File: config.mk
export PLATFORM = sky130hd
export DESIGN_NAME = dmem_ctrl
export DESIGN_NICKNAME = d
export VERILOG_FILES = /design/src/rtl/dmem_pkg.sv /design/src/rtl/dmem_rr_arb.sv /design/src/rtl/dmem_ctrl.sv
export SDC_FILE = /design/constraint.sdc
export NUM_CORES = 1
export LEC_CHECK = 0
export ABC_AREA = 1
export BUFFER_PORTS_ARGS = -buffer_cell sky130_fd_sc_hd__buf_4
export CORE_AREA = 2 2 121 123
export CTS_BUF_LIST = sky130_fd_sc_hd__clkbuf_16
export CTS_CLUSTER_DIAMETER = 200
export DETAILED_ROUTE_END_ITERATION = 10
export DIE_AREA = 0 0 123 125
export SETUP_SLACK_MARGIN = 0.02
export SYNTH_ARGS = -nofsm -noshare
export SYNTH_HDL_FRONTEND = slang
export SYNTH_SLANG_ARGS = --single-unit
export TNS_END_PERCENT = 100
File: constraint.sdc
create_clock -name clock -period 3.9 [get_ports clock]
set_clock_uncertainty 0.05 [all_clocks]
set_input_delay 0.39 -clock clock [delete_from_list [all_inputs] [get_ports clock]]
set_output_delay 0.39 -clock clock [all_outputs]
set_load 0.02 [all_outputs]
File: src/rtl/dmem_pkg.sv
// Shared encodings for the data memory controller: access sizes, FSM states,
// requester IDs and the byte-count helper.
package dmem_pkg;

  localparam logic [1:0] SZ_BYTE = 2'b00;
  localparam logic [1:0] SZ_HALF = 2'b01;
  localparam logic [1:0] SZ_WORD = 2'b10;
  localparam logic [1:0] SZ_BAD  = 2'b11;

  typedef enum logic [1:0] {
    IDLE    = 2'd0,
    RD_WAIT = 2'd1,
    RD_DONE = 2'd2
  } state_t;

  localparam logic PORT_CORE = 1'b0;
  localparam logic PORT_DBG  = 1'b1;

  function automatic logic [2:0] size_bytes(input logic [1:0] size);
    case (size)
      SZ_BYTE: size_bytes = 3'd1;
      SZ_HALF: size_bytes = 3'd2;
      SZ_WORD: size_bytes = 3'd4;
      default: size_bytes = 3'd0;
    endcase
  endfunction

endpackage

File: src/rtl/dmem_rr_arb.sv
// Two-way round-robin arbiter. On a tie the port not granted last wins; the
// pointer moves on every accepted grant, so `last` names the current owner.
module dmem_rr_arb
  import dmem_pkg::*;
(
  input  logic       clock,
  input  logic       reset_n,
  input  logic [1:0] req,
  input  logic       advance,
  output logic [1:0] gnt,
  output logic       last
);

  // ptr_q is the port favoured on the next tie; the core is favoured out of reset.
  logic ptr_q;

  always_ff @(posedge clock or negedge reset_n) begin
    if (!reset_n) begin
      ptr_q <= PORT_CORE;
    end else if (advance && (gnt != 2'b00)) begin
      ptr_q <= gnt[0] ? PORT_DBG : PORT_CORE;
    end
  end

  always_comb begin
    gnt = req;
    if (req == 2'b11) begin
      gnt = (ptr_q == PORT_DBG) ? 2'b10 : 2'b01;
    end
  end

  assign last = ~ptr_q;

endmodule

File: src/rtl/dmem_ctrl.sv
// Data memory controller: arbitrates the core MEM stage and the debug port onto
// one data_mem instance, rejects bad accesses and sequences its 2-cycle read.
module dmem_ctrl
  import dmem_pkg::*;
#(
  parameter int MEM_BYTES = 1024,
  parameter int ADDR_W    = 32
) (
  input  logic              clock,
  input  logic              reset_n,
  input  logic              c_req,
  input  logic              c_we,
  input  logic [ADDR_W-1:0] c_addr,
  input  logic [31:0]       c_wdata,
  input  logic [1:0]        c_size,
  input  logic              c_sext,
  output logic              c_done,
  output logic              c_err,
  output logic [31:0]       c_rdata,
  output logic              c_stall,
  input  logic              d_req,
  input  logic              d_we,
  input  logic [ADDR_W-1:0] d_addr,
  input  logic [31:0]       d_wdata,
  input  logic [1:0]        d_size,
  input  logic              d_sext,
  output logic              d_done,
  output logic              d_err,
  output logic [31:0]       d_rdata,
  output logic [31:0]       mem_address,
  output logic [31:0]       mem_write_data,
  output logic              mem_memwrite,
  output logic              mem_memread,
  output logic [1:0]        mem_byte_size,
  output logic              mem_sign_ext,
  input  logic [31:0]       mem_read_data
);

  localparam int MA_W = $clog2(MEM_BYTES);

  state_t            state_q, state_d;
  logic [1:0]        gnt;
  logic              last;
  logic              granted;
  logic              s_we, s_sext, s_err;
  logic [ADDR_W-1:0] s_addr;
  logic [31:0]       s_wdata;
  logic [1:0]        s_size;
  logic [ADDR_W:0]   s_end;
  logic [1:0]        done_vec, err_vec;
  logic              rd_ret;

  // Grants are only taken in IDLE, so `last` doubles as the latched read owner.
  dmem_rr_arb u_arb (
    .clock   (clock),
    .reset_n (reset_n),
    .req     ({d_req, c_req}),
    .advance (state_q == IDLE),
    .gnt     (gnt),
    .last    (last)
  );

  assign granted = (gnt != 2'b00);
  assign s_we    = gnt[1] ? d_we    : c_we;
  assign s_addr  = gnt[1] ? d_addr  : c_addr;
  assign s_wdata = gnt[1] ? d_wdata : c_wdata;
  assign s_size  = gnt[1] ? d_size  : c_size;
  assign s_sext  = gnt[1] ? d_sext  : c_sext;

  // End address is one bit wider so a near-2^ADDR_W address cannot wrap past the check.
  assign s_end = {1'b0, s_addr} + (ADDR_W+1)'(size_bytes(s_size));
  assign s_err = (s_size == SZ_BAD)
              || ((s_size == SZ_HALF) && s_addr[0])
              || ((s_size == SZ_WORD) && (s_addr[1:0] != 2'b00))
              || (s_end > (ADDR_W+1)'(MEM_BYTES));

  always_ff @(posedge clock or negedge reset_n) begin
    if (!reset_n) begin
      state_q <= IDLE;
    end else begin
      state_q <= state_d;
    end
  end

  always_comb begin
    state_d = state_q;
    case (state_q)
      IDLE:    if (granted && !s_we && !s_err) state_d = RD_WAIT;
      RD_WAIT: state_d = RD_DONE;
      RD_DONE: state_d = IDLE;
      default: state_d = IDLE;
    endcase
  end

  // Outputs are forced quiet while reset is held, even if requests are asserted.
  always_comb begin
    done_vec       = 2'b00;
    err_vec        = 2'b00;
    rd_ret         = 1'b0;
    mem_address    = '0;
    mem_write_data = '0;
    mem_memwrite   = 1'b0;
    mem_memread    = 1'b0;
    mem_byte_size  = '0;
    mem_sign_ext   = 1'b0;
    if (reset_n) begin
      case (state_q)
        IDLE: begin
          if (granted && s_err) begin
            done_vec = gnt;
            err_vec  = gnt;
          end else if (granted) begin
            mem_address   = 32'(s_addr[MA_W-1:0]);
            mem_byte_size = s_size;
            if (s_we) begin
              mem_memwrite   = 1'b1;
              mem_write_data = s_wdata;
              done_vec       = gnt;
            end else begin
              mem_memread  = 1'b1;
              mem_sign_ext = s_sext;
            end
          end
        end
        RD_DONE: begin
          done_vec = (last == PORT_DBG) ? 2'b10 : 2'b01;
          rd_ret   = 1'b1;
        end
        default: ;
      endcase
    end
  end

  assign c_done  = done_vec[0];
  assign c_err   = err_vec[0];
  assign c_rdata = (done_vec[0] && rd_ret) ? mem_read_data : 32'h0;
  assign c_stall = reset_n & c_req & ~c_done;
  assign d_done  = done_vec[1];
  assign d_err   = err_vec[1];
  assign d_rdata = (done_vec[1] && rd_ret) ? mem_read_data : 32'h0;

endmodule

After elaboration in Yosys (flattened, before gate mapping)
Cells that the tools add are included.
{ "word_totals": {"out_inout_bits": 138, "in_bits": 172, "register_bits": 3, "wordCells": 83} }
{ "classes": {"mux": 52, "addsub": 1, "bitwise": 3, "n_lt_le_gt_ge": 1, "n_reduce_logical": 17, "eq_ne": 7} }
{ "op_table": {"columns": ["cell", "n"], "rows": [
  ["32-bit 2-to-1 mux", 9],
  ["10-bit 2-to-1 mux", 4],
  ["32-bit by 3-bit adder with 33-bit output", 1],
  ["33-bit by 11-bit > comparator with 1-bit output (second input constant)", 1],
  ["2-bit 2-to-1 mux", 16],
  ["1-bit 2-to-1 mux", 20],
  ["3-bit case mux with 3 select lines", 1],
  ["2-bit == test (second input constant)", 4],
  ["1-bit logical AND", 8],
  ["2-bit case mux with 2 select lines", 2],
  ["2-bit by 1-bit == test with 1-bit output (second input constant)", 2],
  ["2-bit logical NOT", 2],
  ["2-bit nonzero test", 2],
  ["1-bit logical OR", 3],
  ["1-bit bitwise AND", 2],
  ["1-bit logical NOT", 2],
  ["2-bit inequality test (second input constant)", 1],
  ["1-bit inverter", 1]
]} }

Depth between registers and ports, before layout
Gate-level depths: netlist of the first run.
{ "depth": {"word_depth": 14, "mapped_depth": 30, "mapped_depth_nobuf": 28} }

Hierarchy
A second synthesis of the first run with hierarchy kept.
{ "unflattened": {"hier_cells": 706, "area_unflattened_um2": 3377.0} }
{ "by_module_without_submodules": {"columns": ["mod", "seq_area_each_um2", "instances", "cells_each", "area_per_inst_um2"], "rows": [
  ["dmem_ctrl", 50.0, 1, 698, 3316.9],
  ["dmem_rr_arb", 25.0, 1, 8, 60.1]
]} }

Worst setup path before layout of the first run
No wires, ideal clock.
{ "synth_path": {"path_kind": "register -> output", "start": "register u_arb.ptr_q", "end": "output port mem_write_data[11]", "path_buffers": 3, "path_slack_ns": -0.144, "required_ns": 3.460, "t_arrival_ns": 3.604, "path_stages_with_launch": 27, "cell_sequence": "dfrtp_1 -> inv_2 -> nand2_4 -> nand2_8 -> buf_6 -> buf_2 -> nand2_1 -> nand2_1 -> ha_1 -> inv_1 -> fa_1 -> inv_1 -> nand2_1 -> nand2_1 -> nand3_1 -> nor2_2 -> nand3_1 -> nor2_4 -> nand2_1 -> o21ai_1 -> nand3_1 -> nor2_2 -> nand2_1 -> clkinv_2 -> nand3_4 -> buf_6 -> nor2_1"} }
{ "synth_between": {"elab_chain_cells": 12, "word_cells_on_any_way": 26, "classes_between": "add/sub: 1; order compare: 1; eq/ne: 3; mux: 12; reduce/logical: 9"} }
{ "synth_lines": {"columns": ["item", "line", "text"], "rows": [
  ["start: declaration", "dmem_rr_arb.sv:15", "logic ptr_q;"],
  ["start signal: assignment", "dmem_rr_arb.sv:21", "ptr_q <= gnt[0] ? PORT_DBG : PORT_CORE;"],
  ["2-bit 2-to-1 mux *", "dmem_rr_arb.sv:28", "gnt = (ptr_q == PORT_DBG) ? 2'b10 : 2'b01;"],
  ["2-bit 2-to-1 mux *", "dmem_rr_arb.sv:27", "if (req == 2'b11) begin"],
  ["2-bit 2-to-1 mux", "dmem_ctrl.sv:67", "assign s_size = gnt[1] ? d_size : c_size;"],
  ["2-bit == test (tied with other cells)", "dmem_pkg.sv:20, dmem_ctrl.sv:74", null],
  ["3-bit case mux with 3 select lines or 1-bit logical AND (tied branches)", "dmem_pkg.sv:20, dmem_ctrl.sv:73", null],
  ["32-bit by 3-bit adder with 33-bit output or 1-bit logical OR (tied branches)", "dmem_ctrl.sv:71, dmem_ctrl.sv:73", null],
  ["33-bit by 11-bit > comparator with 1-bit output or 1-bit logical OR (tied branches)", "dmem_ctrl.sv:75, dmem_ctrl.sv:74", null],
  ["1-bit logical OR", "dmem_ctrl.sv:75", "|| (s_end > (ADDR_W+1)'(MEM_BYTES));"],
  ["1-bit logical AND", "dmem_ctrl.sv:109", "if (granted && s_err) begin"],
  ["32-bit 2-to-1 mux *", "dmem_ctrl.sv:109", null],
  ["32-bit 2-to-1 mux *", "dmem_ctrl.sv:107", "case (state_q)"],
  ["32-bit 2-to-1 mux *", "dmem_ctrl.sv:106", "if (reset_n) begin"],
  ["end: declaration", "dmem_ctrl.sv:31", "output logic [31:0] mem_write_data,"]
]} }
Every way passes the cells marked *; elsewhere a longest branch is shown, timed or not.

Final worst setup path of the first run
{ "layout_path": {"start": "register u_arb.ptr_q", "end": "output port mem_write_data[4]"} }
The elaborated chain is that of the path after synthesis.

==> metrics.md, run 1 <==
| Metric | Value |
|---|---|
| Post-synthesis sequential area ratio | `0.0215` |
| Via count | `approximately 5300` |
| Share of the synthesized area in the top cell type | `0.196` |
| Pre-antenna DRT Iters | `4` |
| Antenna viol nets, final | `0` |
| Worst setup EP type | `output port` |
| Final Total Pwr | `0.792 mW` |
| CTS clk-pin slew, worst paths | `0.03 ns` |
| Combinational family with the most area after synthesis | `simple AND/OR/NAND/NOR gates` |
| Slew Viols, Final | `0` |
| Layout cells sized above 1 | `0.455` |
| Worst-Skew Late Latency | `around 0.23 ns` |
| Post-DP Area | `0.00607 mm2` |
| Outcome | `finished with violations` |
| Adder-Cell Fraction of Synth Area | `0.0165` |
| Slack of the critical path | `-0.304 ns` |
| Area leader, netlist | `nand2_1` |
| Commonest non-fill, non-tap cell in the layout | `buf_4` |
| Ys flop type | `dfrtp_1` |
| Vias in the first global route | `about 5000` |
| # fillers | `1530` |
| RSZ-0062 raised after global routing | `true` |
| Worst-case clock buffer depth | `2` |
| Slowest CP cell | `dfrtp_1` |
| Initial Util | `0.246` |
| Startpoint Class | `register` |
| Initial antenna violation count | `0` |
| Largest net degree at the start of global routing | `between 60 and 70` |
| Most frequent cells in the layout | `297 x buf_4, 173 x nand2_1, 115 x nor2_1` |
| Via density | `4.38` |
| Failing checks | `negative setup slack` |
| GPL Wtd Cong | `between 0.9 and 1` |
| Synthesized area per cell | `about 5 um2` |
| Leak | `around 3.9 nW` |
| Max_cap viols | `0` |
| Root buffer cell | `clkbuf_16` |
| Hpwl dp | `roughly 14000 um` |
| Compound-cell area share of the yosys netlist | `0.0535` |
| Final instance area | `between 0.006 and 0.007 mm2` |
| HP Class | `reg -> reg` |
| Die H | `between 100 and 150 um` |
| Drt wl/cell | `about 14 um` |
| Setup Crit Path Kind | `reg -> out` |
| Fin nets | `between 1000 and 1500` |
| Crit path max fanout | `8` |
| H-tree depth | `1` |
| First-pass GRT wire length | `roughly 26000 um` |
| # setup viols final | `52` |
| FMAX | `about 0.24 GHz` |
| CP max stage delay | `~0.36 ns` |
| Row count | `44` |
| Simple-gate share of the synthesized area | `0.581` |
| # DRC | `0` |
| GRT overflow | `0` |
| Share of flip-flops with an asynchronous set or reset | `1.00` |
| Non-filler instance count after layout | `1206` |
| Xor-xnor portion of the synthesized cell area | `0.00502` |
| Num Clock Sinks | `3` |
| PD cells | `between 100 and 150 mW/mm2` |
| Final hold vios | `0` |
| Syn Std Cell Area | `~0.0035 mm2` |
| DR iter-0 viols | `between 200 and 250` |
| Setup TNS | `-13.41 ns` |
| Worst-Margin Slew | `just under 0.6 ns` |
| VDD IR-drop max | `around 0.095 mV` |
| Total GRT Usage | `0.210` |
| # diodes | `0` |
| Final core occ | `0.476` |
| Final period utilization | `1.08` |
| Yosys reg bits | `3` |
| Die Area | `approximately 0.015 mm2` |
| EDFF count, synth | `0` |
| Buffers on Ports | `between 200 and 300` |
| Total wire length | `approximately 17000 um` |
| Min cycle time layout | `between 4 and 5 ns` |
| I/O pin cnt | `a little over 300` |
| Worst path required time | `between 3 and 4 ns` |
| CTS buffer count | `3` |
| Cell count after synthesis | `700` |
| Core area | `between 0.01 and 0.015 mm2` |
| Placed Instances | `between 1000 and 1500` |
| Critical Path AT | `~3.8 ns` |
| Area contributors post-synth | `nand2_1 20%, nor2_1 16%, inv_1 12%` |
| Die X | `123 um` |
| Slew headroom | `0.600` |
| Multiplexer share of the synthesized area | `0.0947` |
| Yosys warning count | `0` |
| CTS tree | `done` |
| Synth unique cells | `35` |
| Area Growth Syn to Fin | `94.0%` |
==> metal layers <==
metal / share of wire / track usage / wire [um]
met1: 0.42 / 0.266 / 7120
met2: 0.50 / 0.377 / 8560
met3: 0.060 / 0.0246 / 1030
met4: 0.022 / 0.0475 / 376
met5: 0 / 0 / 0
==> sequential cells by signal, summed over array words and instances (netlist names) <==
register,flops
state_q,2
u_arb.ptr_q,1
==> where the power goes <==
| group | total [mW] | switching (mW) | leakage (nW) | internal, mW |
|---|---|---|---|---|
| Clock | 0.166 | 0.0329 | 0.0423 | 0.133 |
| Sequential | 0.0332 | 0.000835 | 0.0398 | 0.0323 |
| Combinational | 0.594 | 0.332 | 3.83 | 0.262 |
==> repair_timing <==
action	4_1_cts	5_1_grt
hold buffers	1	0
gates resized for setup	82	25
setup buffers	13	4
pin swaps	19	17
hold endpoints to repair	3	0
endpoints found under the setup margin	52	52
cloned	2	0
==> cells in the mapped netlist (7+ instances only) <==
master    count
nand4_1      10
o21ai_0      11
clkbuf_1      9
inv_2         7
nand2_1     182
mux2i_1      33
o21ai_1      12
nand3_1      55
nand2_2      10
inv_1       114
nor2_1      145
buf_4        26
buf_6         7
nand3b_1     14
nor2_2       28
==> per-stage QoR <==
stage / hold WS (ns) / worst slack [ns]
floorplan: 0.0444 / -0.0157
global placement: 0.147 / -0.190
detailed placement: 0.150 / -0.237
CTS: 0.437 / -0.194
global route: 0.461 / -0.584
finish: 0.451 / -0.304
==> area by class of cell <==
class,instances,area [um2],share of cell area
multi-input cells,549,3100,0.458
repair buffers,343,2820,0.417
inverters,123,463,0.0684
well taps,184,230,0.0340
flip-flops and latches,3,75.1,0.0111
clock buffers,3,75.1,0.0111
clock inverters,1,3.75,0.000555
==> cells by family after synthesis <==
family / count (synthesis)
AO/OA/AOI/OAI: 32
XOR/XNOR: 2
adder cells (fa/ha/maj): 4
buffers and inverters: 169
flip-flops: 3
multiplexers: 33
other: 1
AND/OR/NAND/NOR: 456
==> final timing paths <==
kind,cells past startpoint,slack (ns),to,startpoint
hold reg to reg,1,0.45,state_q[1],state_q[1]
max in group asynchronous,2,3.19,u_arb.ptr_q,reset_n
min in group asynchronous,2,0.49,state_q[1],reset_n
hold / removal,1,0.45,state_q[1],state_q[1]
setup reg to reg,28,0.46,state_q[0],u_arb.ptr_q
setup / recovery,26,-0.30,mem_write_data[4],u_arb.ptr_q
==> critical path: cells and delay by family (launching register included) <==
kind,cells,cell delay [ns]
compound gates,2,0.39
flops,1,0.36
buf+inv,8,0.79
fa+ha+maj,1,0.34
simple gates,15,1.62
Power figures use the tool's default switching activity.
==> run 2: changes to the inputs <==
ABC_AREA = not set   (was 1)
CORE_AREA = 2 2 120 122   (was 2 2 121 123)
DIE_AREA = 0 0 122 124   (was 0 0 123 125)
==> run 2 against run 1 <==
  * The run still ends with negative setup slack left
  * Cell area decreased by 2.7%
  * Setup slack got worse by 0.48 ns
  * Register-to-register slack got worse by 0.40 ns
  * Sequential power increased by 2%
  * Via count decreased by 7.2%
  * Clock power about the same
  * Routed wire length increased by 4.3%
  * Fmax decreased by 10%
  * Die area decreased by 1.6%
  * Critical path type unchanged
  * Flip-flop and latch count unchanged
  * Worst hold slack got worse by 0.038 ns
  * Combinational power decreased by 5.1%
==> metrics.md, run 2 <==
| Metric | Value |
|---|---|
| Die Area | `roughly 0.015 mm2` |
| Ys flop type | `dfrtp_1` |
| Slack of the critical path | `-0.781 ns` |
| Layout cells sized above 1 | `0.531` |
| Outcome | `finished with violations` |
| RSZ-0062 raised after global routing | `true` |
| R2R depth | `18` |
| Failing checks | `negative setup slack` |
| Via count | `around 5000` |
| # DRC | `0` |
| Pre-antenna DRT Iters | `5` |
| Core area | `~0.014 mm2` |
| Initial antenna violation count | `0` |
| Antenna viol nets, final | `0` |
| CTS tree | `done` |
| Non-filler instance count after layout | `1003` |
| Worst path required time | `approximately 3.5 ns` |
| Count leader, synth | `nand2_1` |
| Switching power | `~0.34 mW` |
| Final period utilization | `1.20` |
| Number of flip-flops in the largest register | `2` |
| Root buffer cell | `clkbuf_16` |
| Die H | `about 120 um` |
| Post-DP Area | `0.00633 mm2` |
| Critical Path AT | `roughly 4.2 ns` |
| Die X | `between 100 and 150 um` |
| Pre-CTS WS | `-0.770 ns` |
| CTS buffer count | `3` |
| Hpwl dp | `15300 um` |
| # fillers | `1361` |
| Reg with most FFs | `state_q` |
| Reg2reg setup slack | `0.06 ns` |
| Via density | `4.89` |
| VDD IR-drop max | `0.0899 mV` |
| Setup TNS | `-36.98 ns` |
| GRT overflow | `0` |
| Num Clock Sinks | `3` |
| Share of flip-flops with an asynchronous set or reset | `1.00` |
| I/O pin cnt | `310` |
| Seq pwr share | `0.044` |
| Drt wl/cell | `around 18 um` |
| Syn Std Cell Area | `between 0.003 and 0.004 mm2` |
| # diodes | `0` |
| Min cycle time layout | `4.68 ns` |
| Combinational share of power | `0.740` |
| Area leader, netlist | `and2_1` |
| Worst-Skew Late Latency | `0.23 ns` |
| Buffers on Ports | `287` |
| Setup Crit Path Kind | `reg -> out` |
| Worst-Margin Slew | `about 0.76 ns` |
| Initial Util | `0.242` |
| FMAX | `between 0.2 and 0.25 GHz` |
| Slew Viols, Final | `0` |
| Crit path max fanout | `12` |
| Leak | `3.04 nW` |
| Share of the synthesized area in the top cell type | `0.122` |
| DR iter-0 viols | `235` |
| Max_cap viols | `0` |
| Worst r2r dst | `state_q[0]` |
| Worst setup EP type | `output port` |
| H-tree depth | `1` |
| # setup viols final | `52` |
| WHS Endpoint | `state_q[1]` |
| HP Class | `reg -> reg` |
| Final hold vios | `0` |
| Largest net degree at the start of global routing | `50` |
| Reg2reg start | `u_arb.ptr_q` |
| Most frequent cells in the layout | `322 x buf_4, 96 x nand2_1, 65 x and2_1` |
| Final instance area | `0.00659 mm2` |
| GPL Wtd Cong | `0.894` |
| Sw frac | `0.445` |
| Slew headroom | `0.495` |
| Fin nets | `1000` |
| Yosys reg bits | `3` |
| Worst hold path depth | `1` |
| Synth unique cells | `73` |
| Placed Instances | `about 990` |
| Regs by FF count | `state_q: 2 flops, u_arb.ptr_q: 1 flops` |
| Clk pwr share | `0.216` |
| Worst-case clock buffer depth | `2` |
| Commonest non-fill, non-tap cell in the layout | `buf_4` |
| Area contributors post-synth | `and2_1 12%, nand2_1 11%, a21oi_2 5.8%` |
| Area Growth Syn to Fin | `97.9%` |
| Worst hold start | `state_q[1]` |
| Total GRT Usage | `0.214` |
| P_int | `between 0.4 and 0.5 mW` |
| Post-synthesis sequential area ratio | `0.0226` |
| Fin Hold WS | `between 0.4 and 0.5 ns` |
| Top cells by count, synth | `96 x nand2_1, 65 x and2_1, 25 x a21oi_1, 25 x buf_4, 22 x a21oi_2` |
| CTS clk-pin slew, worst paths | `approximately 0.030 ns` |
| Yosys warning count | `0` |
| EDFF count, synth | `0` |
| Startpoint Class | `register` |
| Vias in the first global route | `4783` |
| Cell count after synthesis | `around 500` |
| Setup crit start | `u_arb.ptr_q` |
| Total wire length | `roughly 18000 um` |
| PD cells | `~120 mW/mm2` |
| First-pass GRT wire length | `about 26000 um` |
| Row count | `43` |
| Synthesized area per cell | `6.64 um2` |
-- run 2: changes by cell type in the layout (fill, tap and decap cells not counted), moves of 12 or more --
cell      previous run  this run
inv_1              110         8
nor2_2              31         1
xnor2_1              0        17
mux2i_1             33        18
nand2_2             17         1
nor2_4              30         0
nand3_1             46        21
nand3b_1            14         2
buf_6               38        21
a21oi_4              2        32
buf_4              297       322
nor2_1             115        15
nand2_1            173        96
and2_1               0        65
-- run 2: cell type report --
type                            count  area [um2]  share of cell area
Multi-Input combinational cell    458        3440               0.522
Timing Repair Buffer              347        2720               0.414
Tap cell                          180         225              0.0342
Sequential cell                     3        75.1              0.0114
Clock buffer                        3        75.1              0.0114
Inverter                           11        45.0             0.00684
Clock inverter                      1        3.75            0.000570
-- run 2: cell families after synthesis --
| logic type | synth area share |
|---|---|
| flip-flops | 0.0226 |
| XOR/XNOR | 0.0605 |
| buffers and inverters | 0.109 |
| multiplexers | 0.0711 |
| AND/OR/NAND/NOR | 0.444 |
| AO/OA/AOI/OAI | 0.275 |
| adder cells (fa/ha/maj) | 0.0173 |
| other | 0.00113 |
-- run 2: what timing repair did --
item / CTS / global route
endpoints found under the hold margin: 3 / 0
hold buffers: 1 / 0
setup buffers: 2 / 3
setup endpoints to repair: 53 / 53
resized for setup: 26 / 4
pin swaps: 2 / 3
-- run 2: per-stage QoR --
step | util | power (mW)
after floorplan | - | 0.329
after global placement | 0.461 | 0.574
after detailed placement | 0.461 | 0.586
after CTS | 0.477 | 0.762
after global routing | 0.480 | 0.813
final | 0.480 | 0.762
-- run 2: worst max-delay path by stage --
stage,slack (ns),to,depth (start not counted)
2_1_floorplan,-0.81,mem_address[6],21
3_3_place_gp,-0.71,mem_address[8],21
3_5_place_dp,-0.77,mem_sign_ext,21
4_1_cts,-0.81,mem_address[8],19
5_1_grt,-0.98,mem_address[8],19
6_report,-0.78,mem_address[8],19
-- run 2: worst max-delay path, cell delays in order (launching register included) --
cell       delay (ns)
dfrtp_1          0.37
nor2b_1          0.11
buf_4            0.15
nor2_8           0.04
or3_4            0.32
o31ai_2          0.07
ha_2             0.23
inv_2            0.04
fa_2             0.35
inv_2            0.08
a21oi_4          0.07
or3_4            0.39
a2111oi_4        0.39
xnor2_1          0.17
a31oi_2          0.14
a211oi_4         0.38
nand2_4          0.12
buf_12           0.19
a211oi_2         0.22
buf_4            0.18
-- run 2: power groups by stage --
stage	sequential, mW	clock (mW)	combinational, mW
finish	0.0338	0.164	0.564
global route	0.0341	0.170	0.610
CTS	0.0339	0.167	0.561
detailed placement	0.0343	0	0.552
global placement	0.0343	0	0.540
floorplan	0.0351	0	0.294
-- run 2: layer usage --
layer / share of wire / track usage / up-vias
met1: 0.41 / 0.277 / 2282
met3: 0.090 / 0.0559 / 14
met4: 0.0071 / 0.0208 / 0
li1: - / - / 2387
met5: 0 / 0 / -
met2: 0.49 / 0.372 / 220
